`src/rtl/frog_hit_ctrl.sv`:
```
// Per-frame frog/car collision scan with life, death-freeze and respawn control; optional grace period under FROG_INVULN_EN.
// Latency: car k compared in cycle T+1+k after the frame pulse at edge T; o_Hit/o_Lives/o_Freeze update at edge T+N_CARS+1.
// Backpressure: none; frame pulses arriving during SCAN are dropped, i_Restart overrides everything.
module frog_hit_ctrl #(
    parameter int N_CARS       = 4,
    parameter int TILE_SIZE    = 32,
    parameter int LANE0_Y      = 64,
    parameter int START_LIVES  = 3,
    parameter int DEATH_FRAMES = 30,
    parameter int GRACE_FRAMES = 60
) (
    input  logic                                       i_Clk,
    input  logic                                       i_Rst_n,
    input  logic                                       i_Frame_Start,
    input  logic                                       i_Restart,
    input  logic [9:0]                                 i_Frog_X,
    input  logic [8:0]                                 i_Frog_Y,
    input  logic [10*N_CARS-1:0]                       i_Car_X,
    output logic                                       o_Hit,
    output logic [((N_CARS > 1) ? $clog2(N_CARS) : 1)-1:0] o_Hit_Idx,
    output logic [2:0]                                 o_Lives,
    output logic                                       o_Freeze,
    output logic                                       o_Respawn,
    output logic                                       o_Game_Over,
    output logic                                       o_Invuln
);
    localparam int IW = (N_CARS > 1) ? $clog2(N_CARS) : 1;
    localparam int SW = $clog2(N_CARS + 1);
    localparam int DW = $clog2(DEATH_FRAMES + 1);

    typedef enum logic [1:0] {S_IDLE, S_SCAN, S_DEAD, S_OVER} state_t;

    state_t               state, state_nxt;
    logic [SW-1:0]        scan_idx;
    logic [IW-1:0]        cur_idx;
    logic [9:0]           frog_x_snap;
    logic [8:0]           frog_y_snap;
    logic [10*N_CARS-1:0] car_snap;
    logic [9:0]           car_cur;
    logic [9:0]           lane_y;
    logic                 hit_flag;
    logic                 ovl;
    logic [DW-1:0]        death_cnt;
    logic                 go_scan, do_hit, do_respawn, do_restart;

    assign cur_idx = scan_idx[IW-1:0];
    assign car_cur = (scan_idx < SW'(N_CARS)) ? car_snap[10*cur_idx +: 10] : 10'd0;
    assign lane_y  = 10'(LANE0_Y + 32'(cur_idx) * TILE_SIZE);

    // Widened sums so edge cases near the right/bottom border never wrap.
    always_comb begin
        ovl = ({1'b0, frog_x_snap} < ({1'b0, car_cur} + 11'(TILE_SIZE))) &&
              (({1'b0, frog_x_snap} + 11'(TILE_SIZE)) > {1'b0, car_cur}) &&
              ({1'b0, frog_y_snap} >= lane_y) &&
              ({1'b0, frog_y_snap} < (lane_y + 10'(TILE_SIZE)));
    end

    always_comb begin
        state_nxt  = state;
        go_scan    = 1'b0;
        do_hit     = 1'b0;
        do_respawn = 1'b0;
        do_restart = 1'b0;
        if (i_Restart) begin
            state_nxt  = S_IDLE;
            do_restart = 1'b1;
        end else begin
            case (state)
                S_IDLE: if (i_Frame_Start) begin
                    state_nxt = S_SCAN;
                    go_scan   = 1'b1;
                end
                S_SCAN: if (scan_idx == SW'(N_CARS)) begin
                    if (hit_flag && !o_Invuln) begin
                        state_nxt = S_DEAD;
                        do_hit    = 1'b1;
                    end else begin
                        state_nxt = S_IDLE;
                    end
                end
                S_DEAD: if (i_Frame_Start && death_cnt <= DW'(1)) begin
                    if (o_Lives == 3'd0) begin
                        state_nxt = S_OVER;
                    end else begin
                        state_nxt  = S_IDLE;
                        do_respawn = 1'b1;
                    end
                end
                default: state_nxt = state;
            endcase
        end
    end

    always_ff @(posedge i_Clk or negedge i_Rst_n) begin
        if (!i_Rst_n) begin
            state <= S_IDLE;
        end else begin
            state <= state_nxt;
        end
    end

    always_ff @(posedge i_Clk or negedge i_Rst_n) begin
        if (!i_Rst_n) begin
            scan_idx    <= '0;
            frog_x_snap <= '0;
            frog_y_snap <= '0;
            car_snap    <= '0;
            hit_flag    <= 1'b0;
            death_cnt   <= '0;
            o_Hit       <= 1'b0;
            o_Hit_Idx   <= '0;
            o_Lives     <= 3'(START_LIVES);
            o_Freeze    <= 1'b0;
            o_Respawn   <= 1'b0;
            o_Game_Over <= 1'b0;
        end else begin
            o_Hit     <= do_hit;
            o_Respawn <= do_respawn | do_restart;
            if (do_restart) begin
                o_Lives     <= 3'(START_LIVES);
                hit_flag    <= 1'b0;
                scan_idx    <= '0;
                death_cnt   <= '0;
                o_Freeze    <= 1'b0;
                o_Game_Over <= 1'b0;
            end else begin
                if (go_scan) begin
                    frog_x_snap <= i_Frog_X;
                    frog_y_snap <= i_Frog_Y;
                    car_snap    <= i_Car_X;
                    hit_flag    <= 1'b0;
                    scan_idx    <= '0;
                end
                if (state == S_SCAN && scan_idx < SW'(N_CARS)) begin
                    scan_idx <= scan_idx + 1'b1;
                    if (ovl && !hit_flag) begin
                        hit_flag  <= 1'b1;
                        o_Hit_Idx <= cur_idx;
                    end
                end
                if (do_hit) begin
                    o_Lives   <= o_Lives - 3'd1;
                    death_cnt <= DW'(DEATH_FRAMES);
                    o_Freeze  <= 1'b1;
                end
                if (state == S_DEAD && i_Frame_Start && death_cnt != '0) begin
                    death_cnt <= death_cnt - 1'b1;
                end
                if (do_respawn) begin
                    o_Freeze <= 1'b0;
                end
                if (state_nxt == S_OVER) begin
                    o_Game_Over <= 1'b1;
                    o_Freeze    <= 1'b1;
                end
            end
        end
    end

`ifdef FROG_INVULN_EN
    localparam int GW = $clog2(GRACE_FRAMES + 1);
    logic [GW-1:0] grace_cnt;

    always_ff @(posedge i_Clk or negedge i_Rst_n) begin
        if (!i_Rst_n) begin
            grace_cnt <= '0;
            o_Invuln  <= 1'b0;
        end else if (do_respawn || do_restart) begin
            grace_cnt <= GW'(GRACE_FRAMES);
            o_Invuln  <= (GRACE_FRAMES != 0);
        end else if (state == S_IDLE && i_Frame_Start && grace_cnt != '0) begin
            grace_cnt <= grace_cnt - 1'b1;
            o_Invuln  <= (grace_cnt > GW'(1));
        end
    end
`else
    localparam int unused_grace = GRACE_FRAMES;
    assign o_Invuln = 1'b0;
`endif

endmodule

```
`config.mk`:
```
export PLATFORM = sky130hd
export DESIGN_NAME = frog_hit_ctrl
export DESIGN_NICKNAME = d
export VERILOG_FILES = /design/src/rtl/frog_hit_ctrl.sv
export SDC_FILE = /design/constraint.sdc
export NUM_CORES = 1
export LEC_CHECK = 0
export ABC_AREA = 1
export ABC_CLOCK_PERIOD_IN_PS = 3100
export BUFFER_PORTS_ARGS = -buffer_cell sky130_fd_sc_hd__buf_4
export CAP_MARGIN = 25
export CORE_ASPECT_RATIO = 1.75
export CORE_MARGIN = 2
export CORE_UTILIZATION = 55
export DETAILED_ROUTE_END_ITERATION = 8
export GPL_TIMING_DRIVEN = 1
export MAX_ROUTING_LAYER = met4
export PLACE_DENSITY = 0.78
export SLEW_MARGIN = 40
export SYNTH_ARGS = -nofsm -noshare
export SYNTH_HDL_FRONTEND = slang
export SYNTH_SLANG_ARGS = --single-unit
```
`constraint.sdc`:
```
create_clock -name i_Clk -period 3.1 [get_ports i_Clk]
set_input_delay 0.155 -clock i_Clk [delete_from_list [all_inputs] [get_ports i_Clk]]
set_output_delay 0.155 -clock i_Clk [all_outputs]
set_load 0.02 [all_outputs]
```
==> out/results.txt <==
Status: completed
Synth warn: 0
Leading area contributor after synthesis: dfrtp_1
Slew margin rel.: 52.49%
Cell Pwr Density: 618.0 nW/um^2
Multi-input gate area: 2051 um^2
Clock Pin Slew Worst Setup and Hold Paths: 0.06 ns
Top-area cell type share of the netlist area: 45.06%
Number of maximum-capacitance violations: 0
Synth area leaders: dfrtp_1 (45%), mux2_2 (14%), ha_1 (8.8%), nand2_1 (6.1%), nor2_1 (4.1%)
Post-synth EDFFs: 0
Worst hold start: i_Restart
Die H: 120.7 um
Fin cells: 605
Hold EP: o_Hit$_DFF_PN0_
WL per Instance: 15.28 um
GP Congestion: 0.8553
Number of setup buffers added after CTS: 0
Worst slew pin tran: 0.7126 ns
Pre-Repair DR Iteration Count: 4
Gr ovfl total: 0
First-pass GRT wire length: 15710 um
Core box area: 7567 um^2
DRC Markers: 0
Storage cell area: 1979 um^2
Final antenna diode count: 0
Area grow syn2layout: 21.33%
Post-Route WL: 9246 um
Synthesized cell area: 4277 um^2
RSZ-0062 raised after global routing: no
Leakage power: 2.586 nW
Die area: 8525 um^2
Seq/Total Area, Yosys: 46.28%
CTS tree: yes
Dominant synthesized flop cell: dfrtp_1
Row count: 42
Mean Syn Cell Area: 9.764 um^2
Syn nets: 531
Min-Delay Path Depth: 2
Worst setup SP type: register
Initial Util: 56.51%
CP Capture Type: register
Nets: 605
R2R cell count: 18
FILL cells: 595
Final Skew: 0.005371 ns
Setup WS post-layout: 0.3208 ns
Final setup TNS: 0 ns
Pre-CTS setup slack: 0.3094 ns
Hold-fix buffers at CTS: 1
FMAX: 359.8 MHz
Worst hold path class: in2reg
Power consumption: 3.207 mW
Clk_lat worst skew: 0.34 ns
VDD IR max: 449.4 uV
CTS root buffer: clkbuf_16
Resize count post-CTS: 0
Via density: 5.400
Top Ports: 73
# clock sinks: 79
Period utilisation layout: 89.65%
Crit path required time: 3.33 ns
Top cells by count, synth: dfrtp_1 (77), nand2_1 (69), mux2_2 (55)
Number of antenna violations at the first check in global routing: 0
Final max-slew violation count: 0
Largest net degree at the start of global routing: 80
Worst EP arrival: 3.01 ns
Min Tclk post-route: 2.779 ns
Ys async rst share: 100.0%
Worst-case clock buffer depth: 2
Vias in the first global route: 3413
Final setup fails: 0
Post-route ant nets: 0
Placed cell count: 588
Initial DRC count: 155
Share of cells above drive strength 1: 33.08%
Reg2reg setup slack: 0.32 ns
H-tree depth: 3
Post-DP HPWL: 6810 um
CP Class: reg2reg
GRT Resource Usage Total: 24.11%
Yosys reg bits: 79
RR Endpoint: o_Hit_Idx[1]$_DFFE_PN0P_
Crit path max fanout: 22
R2R Path Start: scan_idx[0]$_DFFE_PN0P_
Final Hold Viols: 0
Routed vias: 3267
Most frequent cell after synthesis: dfrtp_1
# port buffers: 71
Cells after Synth: 438
CTS buffer count: 9
Die Span X: 70.66 um
Synth unique cells: 36
## registers in the layout, summed over array words and instances (netlist names), 2 cells and up
| register | cells |
|---|---|
| frog_x_snap | 10 |
| o_Hit_Idx | 2 |
| death_cnt | 5 |
| frog_y_snap | 9 |
| scan_idx | 3 |
| state | 2 |
| car_snap | 40 |
| o_Lives | 3 |
## power breakdown
group          total, mW  leakage, nW  switching [mW]  internal, mW
registers           1.31        0.956           0.116          1.20
clock network       1.05        0.140           0.403         0.645
logic              0.845         1.49           0.443         0.402
## cell families (layout without fill, tap and decap cells)
group / after synthesis / after routing / share of synthesized area (%)
adders and majority gates: 30 / 30 / 8.777
and+or+nand+nor: 153 / 153 / 15.83
xor gates and xnor gates: 6 / 6 / 1.229
AOI/OAI and AO/OA: 58 / 58 / 7.549
muxes: 55 / 55 / 14.48
buffers and inverters: 56 / 135 / 5.763
DFF: 79 / 79 / 46.28
other: 1 / 1 / 0.08769
## worst max path at each step
stage                                 start                        to  slack (ns)  depth (start not counted)
global route        scan_idx[0]$_DFFE_PN0P_  o_Hit_Idx[1]$_DFFE_PN0P_        0.07                         18
detailed placement  scan_idx[0]$_DFFE_PN0P_  o_Hit_Idx[0]$_DFFE_PN0P_        0.31                         18
finish              scan_idx[0]$_DFFE_PN0P_  o_Hit_Idx[1]$_DFFE_PN0P_        0.32                         18
floorplan           scan_idx[0]$_DFFE_PN0P_  o_Hit_Idx[0]$_DFFE_PN0P_        0.73                         20
CTS                 scan_idx[0]$_DFFE_PN0P_  o_Hit_Idx[0]$_DFFE_PN0P_        0.30                         18
global placement    scan_idx[0]$_DFFE_PN0P_  o_Hit_Idx[1]$_DFFE_PN0P_        0.43                         18
## final cells by class
type | instances | area share [%]
Sequential cell | 79 | 38.15
Tap cell | 88 | 2.122
Clock inverter | 3 | 0.8199
Inverter | 42 | 3.062
Multi-Input combinational cell | 303 | 39.52
Timing Repair Buffer | 77 | 11.50
Clock buffer | 13 | 4.823
## per-layer routing
metal  up-vias  wire length, um  global-route usage [%]
met5         -                0                       -
met4         0              207                   8.726
met3        16              294                   4.750
met2        59             4973                   41.98
met1      1581             3770                   27.40
li1       1611                -                       -
## cell usage in the layout (no fill, tap or decap), drive strengths merged, types with 2 or more instances in the layout
cell / instances
ha: 30
xnor2: 4
clkbuf: 13
nor2: 51
nand4: 4
nor3: 2
clkinv: 2
xor2: 2
nand3: 19
nand2: 76
dfstp: 2
mux2: 55
inv: 41
dfrtp: 77
buf: 76
o221ai: 2
o21ai: 26
o22ai: 5
a21oi: 20
## worst max-delay path, cell delays in order, from the launching register on
cell      delay, ns
dfrtp_1        0.51
clkinv_2       0.32
o21ai_0        0.30
a21oi_2        0.13
ha_1           0.29
inv_1          0.04
ha_1           0.28
nand2_1        0.08
inv_1          0.04
a21oi_1        0.14
nand2_1        0.07
nand2_1        0.05
nand2_1        0.05
nand2_1        0.05
nand2_1        0.06
nand2_2        0.08
nand2_2        0.07
nand2_1        0.07
nand2_1        0.05
## per-stage QoR
stage	area [um^2]	util (%)	hold slack, ns
2_1_floorplan	4277	-	-0.1406
3_3_place_gp	4882	64.52	0.3603
3_5_place_dp	4886	64.57	0.2360
4_1_cts	5189	68.57	0.02715
5_1_grt	5189	68.57	0.04347
6_report	5189	68.57	0.03484
Power figures use the tool's default switching activity.
